$ cat config.mk
export PLATFORM = sky130hd
export DESIGN_NAME = wb_ram_arbiter
export DESIGN_NICKNAME = d
export VERILOG_FILES = /design/src/rtl/wb_arb_pkg.sv /design/src/rtl/wb_ram_arbiter_rr.sv /design/src/rtl/wb_ram_arbiter.sv
export SDC_FILE = /design/constraint.sdc
export NUM_CORES = 1
export LEC_CHECK = 0
export BUFFER_PORTS_ARGS = -buffer_cell sky130_fd_sc_hd__buf_2
export CORE_AREA = 2 2 124 126
export DETAILED_ROUTE_END_ITERATION = 8
export DIE_AREA = 0 0 126 128
export MAX_ROUTING_LAYER = met4
export PLACE_DENSITY = 0.52
export SYNTH_ARGS = -nofsm -noshare
export SYNTH_HDL_FRONTEND = slang
export SYNTH_HIERARCHICAL = 1
export SYNTH_SLANG_ARGS = --single-unit
$ cat constraint.sdc
create_clock -name wb_clk_i -period 5.3 [get_ports wb_clk_i]
set_input_delay 1.59 -clock wb_clk_i [delete_from_list [all_inputs] [get_ports wb_clk_i]]
set_output_delay 1.59 -clock wb_clk_i [all_outputs]
set_load 0.05 [all_outputs]
$ cat src/rtl/wb_arb_pkg.sv
// wb_arb_pkg: shared definitions for the two-master RAM arbiter.
//   - arbiter state encoding
//   - master index constants (bit positions in the one-hot grant)
//   - byte-select size encodings understood by the RAM slave
package wb_arb_pkg;

    typedef enum logic [1:0] {
        ST_IDLE = 2'd0,
        ST_BUSY = 2'd1,
        ST_HOLD = 2'd2
    } arb_state_t;

    localparam int WB_M_DATA = 0;
    localparam int WB_M_INSN = 1;

    // sel carries an access size, not a lane mask; the RAM picks the lane
    // from the low address bits.
    localparam logic [3:0] WB_SEL_BYTE = 4'b0001;
    localparam logic [3:0] WB_SEL_HALF = 4'b0011;
    localparam logic [3:0] WB_SEL_WORD = 4'b1111;

endpackage

$ cat src/rtl/wb_ram_arbiter_rr.sv
// rr_arbiter_2: combinational two-way round-robin pick.
//   req[1:0]      - requests from master 0 / master 1
//   last          - index of the master granted most recently
//   gnt_next[1:0] - one-hot winner (zero when nobody requests)
module rr_arbiter_2 (
    input  logic [1:0] req,
    input  logic       last,
    output logic [1:0] gnt_next
);

    always_comb begin
        gnt_next = req;
        // On a tie the master that did not win last time goes first.
        if (req == 2'b11) begin
            gnt_next = last ? 2'b01 : 2'b10;
        end
    end

endmodule

$ cat src/rtl/wb_ram_arbiter.sv
// wb_ram_arbiter: shares one single-port Wishbone RAM between the core data
// port (master 0) and instruction fetch (master 1).
//   wb_clk_i / wb_rst_i        - clock, asynchronous active-low reset
//   mN_*_i                     - master request signals (N = 0, 1)
//   mN_data_o/ack_o/err_o      - master responses
//   s_*_o / s_data_i / s_ack_i - slave port
//   grant_o                    - one-hot current grant (debug)
// A granted transaction is held until ack, abort or timeout, then one HOLD
// cycle gives the RAM its idle cycle before the next grant.
module wb_ram_arbiter
    import wb_arb_pkg::*;
#(
    parameter int WB_DATA_WIDTH  = 32,
    parameter int WB_ADDR_WIDTH  = 32,
    parameter int WB_SEL_WIDTH   = WB_DATA_WIDTH / 8,
    parameter int TIMEOUT_CYCLES = 16   // must be >= 4
) (
    input  logic                     wb_clk_i,
    input  logic                     wb_rst_i,

    input  logic [WB_ADDR_WIDTH-1:0] m0_addr_i,
    input  logic [WB_DATA_WIDTH-1:0] m0_data_i,
    input  logic [WB_SEL_WIDTH-1:0]  m0_sel_i,
    input  logic                     m0_we_i,
    input  logic                     m0_cyc_i,
    input  logic                     m0_stb_i,
    output logic [WB_DATA_WIDTH-1:0] m0_data_o,
    output logic                     m0_ack_o,
    output logic                     m0_err_o,

    input  logic [WB_ADDR_WIDTH-1:0] m1_addr_i,
    input  logic [WB_DATA_WIDTH-1:0] m1_data_i,
    input  logic [WB_SEL_WIDTH-1:0]  m1_sel_i,
    input  logic                     m1_we_i,
    input  logic                     m1_cyc_i,
    input  logic                     m1_stb_i,
    output logic [WB_DATA_WIDTH-1:0] m1_data_o,
    output logic                     m1_ack_o,
    output logic                     m1_err_o,

    output logic [WB_ADDR_WIDTH-1:0] s_addr_o,
    output logic [WB_DATA_WIDTH-1:0] s_data_o,
    output logic [WB_SEL_WIDTH-1:0]  s_sel_o,
    output logic                     s_we_o,
    output logic                     s_cyc_o,
    output logic                     s_stb_o,
    input  logic [WB_DATA_WIDTH-1:0] s_data_i,
    input  logic                     s_ack_i,

    output logic [1:0]               grant_o
);

    localparam int                CNT_W   = $clog2(TIMEOUT_CYCLES);
    localparam logic [CNT_W-1:0]  CNT_MAX = CNT_W'(TIMEOUT_CYCLES - 1);

    arb_state_t       r_state;
    logic [1:0]       r_grant;
    logic             r_last;
    logic [CNT_W-1:0] r_cnt;

    logic [1:0] w_req;
    logic [1:0] w_gnt_next;
    logic       w_busy;
    logic       w_gcyc;
    logic       w_greq;
    logic       w_ack;
    logic       w_tmo;

    assign w_req[WB_M_DATA] = m0_cyc_i & m0_stb_i;
    assign w_req[WB_M_INSN] = m1_cyc_i & m1_stb_i;

    rr_arbiter_2 u_rr (
        .req      (w_req),
        .last     (r_last),
        .gnt_next (w_gnt_next)
    );

    assign w_busy = (r_state == ST_BUSY);
    assign w_gcyc = (r_grant[WB_M_DATA] & m0_cyc_i) | (r_grant[WB_M_INSN] & m1_cyc_i);
    assign w_greq = |(r_grant & w_req);

    // Slave ack reaches the master combinationally; ack beats timeout, and a
    // master that already dropped cyc gets neither.
    assign w_ack = w_busy & s_ack_i & w_greq;
    assign w_tmo = w_busy & w_gcyc & ~w_ack & (r_cnt == CNT_MAX);

    always_ff @(posedge wb_clk_i or negedge wb_rst_i) begin
        if (!wb_rst_i) begin
            r_state <= ST_IDLE;
            r_grant <= 2'b00;
            r_last  <= 1'b1;
            r_cnt   <= '0;
        end else begin
            case (r_state)
                ST_IDLE: begin
                    if (|w_req) begin
                        r_grant <= w_gnt_next;
                        r_last  <= w_gnt_next[WB_M_INSN];
                        r_cnt   <= '0;
                        r_state <= ST_BUSY;
                    end
                end
                ST_BUSY: begin
                    if (w_ack || !w_gcyc || w_tmo) begin
                        r_grant <= 2'b00;
                        r_state <= ST_HOLD;
                    end else if (r_cnt != CNT_MAX) begin
                        r_cnt <= r_cnt + 1'b1;
                    end
                end
                ST_HOLD: r_state <= ST_IDLE;
                default: begin
                    r_grant <= 2'b00;
                    r_state <= ST_IDLE;
                end
            endcase
        end
    end

    assign grant_o  = r_grant;
    assign s_cyc_o  = w_busy;
    assign s_stb_o  = w_busy;

    assign m0_ack_o = w_ack & r_grant[WB_M_DATA];
    assign m1_ack_o = w_ack & r_grant[WB_M_INSN];
    assign m0_err_o = w_tmo & r_grant[WB_M_DATA];
    assign m1_err_o = w_tmo & r_grant[WB_M_INSN];

    assign m0_data_o = s_data_i;
    assign m1_data_o = s_data_i;

    always_comb begin
        s_addr_o = '0;
        s_data_o = '0;
        s_sel_o  = '0;
        s_we_o   = 1'b0;
        if (w_busy && r_grant[WB_M_INSN]) begin
            s_addr_o = m1_addr_i;
            s_data_o = m1_data_i;
            s_sel_o  = m1_sel_i;
            s_we_o   = m1_we_i;
        end else if (w_busy && r_grant[WB_M_DATA]) begin
            s_addr_o = m0_addr_i;
            s_data_o = m0_data_i;
            s_sel_o  = m0_sel_i;
            s_we_o   = m0_we_i;
        end
    end

endmodule

# Yosys cells after proc, flatten, opt, wreduce, memory -nomap -nowiden

Index checks and enable logic that the tools add are counted.

Bits in registers: 9
Bits of input ports: 177
Logic and storage cells: 64
Output and inout bits: 141

Equal/unequal tests: 9
Reductions and logical operators: 13
Bitwise operators: 17
Add/sub/neg operators: 1
Multiplexer cells: 20

Operators by type and width:

| cell                | number |
|---|---|
| $mux 32             | 4 |
| $mux 4              | 5 |
| $and 1x1->1         | 13 |
| $mux 2              | 6 |
| $pmux 4 s2          | 1 |
| $pmux 2 s3          | 1 |
| $add 4x1->4 const B | 1 |
| $eq 2x2->1 const B  | 2 |
| $eq 4x4->1 const B  | 1 |
| $ne 2x1->1 const B  | 2 |
| $ne 2x2->1 const B  | 2 |
| $ne 4x4->1 const B  | 1 |
| $pmux 2 s2          | 1 |
| $reduce_and 2->1    | 2 |
| $reduce_and 4->1    | 1 |
| $reduce_or 2->1     | 2 |
| $reduce_and 3->1    | 1 |
| $and 2x2->2         | 1 |
| $eq 2x1->1 const B  | 1 |
| $logic_and 1x1->1   | 2 |
| $logic_not 2->1     | 1 |
| $logic_or 1x1->1    | 2 |
| $mux 1              | 2 |
| $not 1->1           | 2 |
| other kinds (3)     | 3 |

# Longest topological paths before layout

Depth in word-level cells: 10
Mapped depth: 6
Depth with buffers taken out: 5

# Hierarchy

The synthesis kept the hierarchy.

Modules (own cells, without submodules):

| module         | sequential area each (um2) | cells an instance | instances | area an instance (um2) |
|---|---|---|---|---|
| wb_ram_arbiter | 226.5                      | 201               | 1         | 1729.2 |
| rr_arbiter_2   | 0.0                        | 3                 | 1         | 18.8 |

# Worst setup path after synthesis

Ideal clock, no wire load.

Path kind: input to output
From: input m1_cyc_i
To: output m0_err_o
Setup slack: 1149 ps
Buffers on the path: 0
Data required time: 3710 ps
Cell stages on the path: 4
Data arrival time: 2561 ps
Cell sequence: nand4_1 -> nand3_1 -> nor3b_1 -> and2_1

Cells in the longest elaborated chain, start to end: 8
Elaborated cells on any way between the ends: 11
Those cells by class: bitwise: 10; reduce/logical: 1

Ends and longest elaborated chain:

| what                          | line                  | source |
|---|---|---|
| start: declaration            | wb_ram_arbiter.sv:35  | `input logic m1_cyc_i,` |
| $and 1x1->1                   | wb_ram_arbiter.sv:70  | `assign w_req[WB_M_INSN] = m1_cyc_i & m1_stb_i;` |
| $and 2x2->2                   | wb_ram_arbiter.sv:80  | `assign w_greq = \|(r_grant & w_req);` |
| $reduce_or 2->1               | wb_ram_arbiter.sv:80  |  |
| $and 1x1->1                   | wb_ram_arbiter.sv:84  | `assign w_ack = w_busy & s_ack_i & w_greq;` |
| $not 1->1                     | wb_ram_arbiter.sv:85  | `assign w_tmo = w_busy & w_gcyc & ~w_ack & (r_cnt == CNT_MAX);` |
| $and 1x1->1 (*) (2 in series) | wb_ram_arbiter.sv:85  |  |
| $and 1x1->1 (*)               | wb_ram_arbiter.sv:126 | `assign m0_err_o = w_tmo & r_grant[WB_M_DATA];` |
| end: declaration              | wb_ram_arbiter.sv:29  | `output logic m0_err_o,` |

Every way passes the cells marked *; elsewhere a longest branch is shown, timed or not.

# Final worst setup path

From: input m0_cyc_i
To: output m1_err_o

Cells in the longest elaborated chain, start to end: 8
Elaborated cells on any way between the ends: 11
Those cells by class: bitwise: 10; reduce/logical: 1

Ends and longest elaborated chain:

| what                          | line                  | source |
|---|---|---|
| start: declaration            | wb_ram_arbiter.sv:25  | `input logic m0_cyc_i,` |
| $and 1x1->1                   | wb_ram_arbiter.sv:69  | `assign w_req[WB_M_DATA] = m0_cyc_i & m0_stb_i;` |
| $and 2x2->2                   | wb_ram_arbiter.sv:80  |  |
| $reduce_or 2->1               | wb_ram_arbiter.sv:80  |  |
| $and 1x1->1                   | wb_ram_arbiter.sv:84  |  |
| $not 1->1                     | wb_ram_arbiter.sv:85  |  |
| $and 1x1->1 (*) (2 in series) | wb_ram_arbiter.sv:85  |  |
| $and 1x1->1 (*)               | wb_ram_arbiter.sv:127 | `assign m1_err_o = w_tmo & r_grant[WB_M_INSN];` |
| end: declaration              | wb_ram_arbiter.sv:39  | `output logic m1_err_o,` |

Marks and branches as above.

==> qor.yml <==
final-max-slew-violation-count: 0
synth_area_leaders: "sky130_fd_sc_hd__a22o_1 36%, sky130_fd_sc_hd__buf_4 28%, sky130_fd_sc_hd__dfrtp_1 11%"
number_of_enable_flip_flop_cells_after_synthesis: 0
antenna_violations_before_repair: 0
outcome: "completed"
route.vias.total: 2102
fin_setup_tns_ns: 0
critPathMaxFanout: 7
yosysTopAreaCellShare_pct: 35.6
synth_mux_area_share_pct: 2.36
nNetsFinal: 529
fraction_of_final_layout_cells_with_drive_strength_greater_than_1_pct: 66.3
reg2reg_from: "r_state[0]$_DFFE_PN0P_"
grt_setup_unrepaired: "false"
cts.sinks: 9
synth_seq_area_share_pct: 13.0
drt_pass1_iterations: 4
area.growth.synth_to_final_pct: 47.1
grt_pass1_vias: 1859
critPathKind: "in2out"
critical_path_required_ns: 3.71
top_layer_used: "met4"
path_common_cell: "sky130_fd_sc_hd__buf_2"
core-area_um2: 14900
fin_skew_ns: 0.000841
post_synth.cell_area_avg_um2: 8.57
p_leak_nw: 1.52
worst_r2r_endpoint: "r_cnt[3]$_DFFE_PN0P_"
holdBufCountCts: 0
synth_top_family_by_area: "compound AO/OA/AOI/OAI gates"
synth.distinct_cells: 33
fin_crit_ns: 4.30
die_w_um: 126
timing.critical_path.to: "m1_err_o"
worstPathBufferInverterCount: 2
routed-wl-met3_um: 796
r2r_cells: 4
most_common_library_cell_in_the_layout_ignoring_fill_and_taps: "sky130_fd_sc_hd__buf_2"
groute.usage.overall_pct: 8.56
stdcell_count: 538
floorplan.die_area_um2: 16100
setup_viol_count_final: 0
syn-cell-area_um2: 1750
dpl.cell_count: 534
worstSkewPairLatency_ns: 0.24
synth_compound_area_share_pct: 40.2
power_density_nw_per_um2: 265
slew_headroom_pct: 50.8
cts_resized: 0
cts_setup_buffers: 0
tritoncts: "yes"
place.detailed.hpwl_mm: 6.49
post-synth-top-area-cell: "sky130_fd_sc_hd__a22o_1"
critical_path_cell_count: 6
critPathSlowestCell: "sky130_fd_sc_hd__nor3b_1"
timing.critical_path.arrival_ns: 2.71
routabilityCongestion: 0.728
max_capacitance_violation_total: 0
antenna-diode-count: 0
min_path_type: "reg2reg"
rows: 45
ant_nets: 0
tightest_slew_ns: 0.739
drt-total-wl_mm: 7.76
async_s_r_ff_share_synth_pct: 100
start_util_pct: 11.8
critical_path_launch_point: "m0_cyc_i"
routedLengthMet1_mm: 3.34
synth-simple-area-share_pct: 7.80
final_cell_mix: "221 x sky130_fd_sc_hd__buf_2, 71 x sky130_fd_sc_hd__a22o_1, 8 x sky130_fd_sc_hd__nand2_1, 8 x sky130_fd_sc_hd__dfrtp_1, 4 x sky130_fd_sc_hd__inv_1"
critical_path.max_stage_delay_ns: 0.28
drt_drc_violations_left: 0
yosys_warnings: 6
grt_start_max_net_pins: 70
place.port_buffers: 221
cts_root_buffer: "sky130_fd_sc_hd__clkbuf_16"
first_pass_grt_wire_length_mm: 10.6
met2WireLength_mm: 3.56
io-pin-count: 318
vdd_ir_drop_max_mv: 0.178
h-tree-depth: 1
tritoncts.num_buffers: 3
synth_fa_ha_area_share_pct: 0.716
grt_overflow: 0
synth-main-ff-cell: "sky130_fd_sc_hd__dfrtp_1"
critical-path-top-delay-family: "simple AND/OR/NAND/NOR gates"
wl_per_cell_um: 14.4
clock_pin_slew_of_the_registers_on_the_worst_case_setup_and_hold_paths_ns: 0.04
multi_input_comb_area_um2: 895
fmax_ghz: 0.232
end_kind: "output port"
report.final.hold_viol_count: 0
cell_breakdown_of_the_critical_path: "buf_2 > nand4_1 > nand3_1 > nor3b_1 > and2_1 > buf_2"
regToRegSetupSlack_ns: 3.82
die_height_um: 128
drt_iter0_drc: 98
ctsLongestPathBuffers: 2
fill_cells: 1704
layout.area.seq_um2: 226
period_share_pct: 81.2
avgViaCountPerCell: 3.91
timing.critical_path.from_type: "input port"
syn-instance-count: 204
post_syn_nets: 382
ys_seq_elements: 9
synthXorXnorAreaFrac_pct: 0
Yosys cell counts (2+ instances only):
master	instances
sky130_fd_sc_hd__mux2i_1	3
sky130_fd_sc_hd__buf_4	65
sky130_fd_sc_hd__nand2_1	8
sky130_fd_sc_hd__and2_1	2
sky130_fd_sc_hd__nand3_1	3
sky130_fd_sc_hd__and3_1	2
sky130_fd_sc_hd__buf_8	2
sky130_fd_sc_hd__buf_2	10
sky130_fd_sc_hd__inv_1	4
sky130_fd_sc_hd__a22o_1	71
sky130_fd_sc_hd__dfrtp_1	8
sky130_fd_sc_hd__nand4_1	2
sky130_fd_sc_hd__buf_6	4
flip-flops by register name (all words and copies together) (netlist names):
name	flops
r_last	1
r_cnt	4
grant_o	2
r_state	2
final cells by class:
cell class	count	share of cell area [%]
tap	188	9.15
clock buffer	4	3.07
multi-input combinational	110	34.8
sequential	9	8.81
timing repair buffer	223	43.6
inverter	4	0.584
report_power, final:
group / total [mW] / internal (mW) / switching [mW]
clock network: 0.136 / 0.101 / 0.0355
logic: 0.438 / 0.133 / 0.305
registers: 0.106 / 0.0868 / 0.0190
total: 0.680 / 0.320 / 0.360
layer usage:
metal | track usage [%] | vias to the layer above
met5 | - | -
met4 | 2.07 | 0
met3 | 2.42 | 5
met2 | 13.3 | 150
met1 | 11.1 | 954
li1 | - | 993
worst min-delay path by stage:
stage,cells after the start,startpoint,slack [ns],end
6_report,1,r_cnt[3]$_DFFE_PN0P_,0.51,r_cnt[3]$_DFFE_PN0P_
5_1_grt,1,r_cnt[3]$_DFFE_PN0P_,0.54,r_cnt[3]$_DFFE_PN0P_
4_1_cts,1,r_cnt[3]$_DFFE_PN0P_,0.51,r_cnt[3]$_DFFE_PN0P_
3_5_place_dp,1,r_cnt[3]$_DFFE_PN0P_,0.50,r_cnt[3]$_DFFE_PN0P_
3_3_place_gp,1,r_cnt[3]$_DFFE_PN0P_,0.50,r_cnt[3]$_DFFE_PN0P_
2_1_floorplan,1,r_cnt[3]$_DFFE_PN0P_,0.47,r_cnt[3]$_DFFE_PN0P_
kinds of logic (layout without fill, tap and decap cells):
family / count (synthesis) / after routing
compound gates: 81 / 81
fa+ha+maj: 1 / 1
simple gates: 24 / 24
buf+inv: 85 / 231
mux: 4 / 4
flops: 9 / 9
stage by stage:
step,utilization (%),hold WS [ns],setup slack [ns],cell area [µm²],power (mW)
floorplan,-,0.472,1.15,1750,0.554
global placement,16.8,0.499,1.03,2490,0.546
detailed placement,16.8,0.503,0.986,2490,0.548
CTS,17.3,0.509,0.977,2570,0.687
global route,17.3,0.536,0.860,2570,0.714
finish,17.3,0.507,0.997,2570,0.680
worst register-to-register path, cell delays in order (launching register included):
cell,delay [ns]
sky130_fd_sc_hd__dfrtp_1,0.38
sky130_fd_sc_hd__nor2b_4,0.25
sky130_fd_sc_hd__nand3_1,0.24
sky130_fd_sc_hd__nor3_1,0.31
sky130_fd_sc_hd__mux2i_1,0.22
Note: power is estimated with default switching activity, not from simulation.
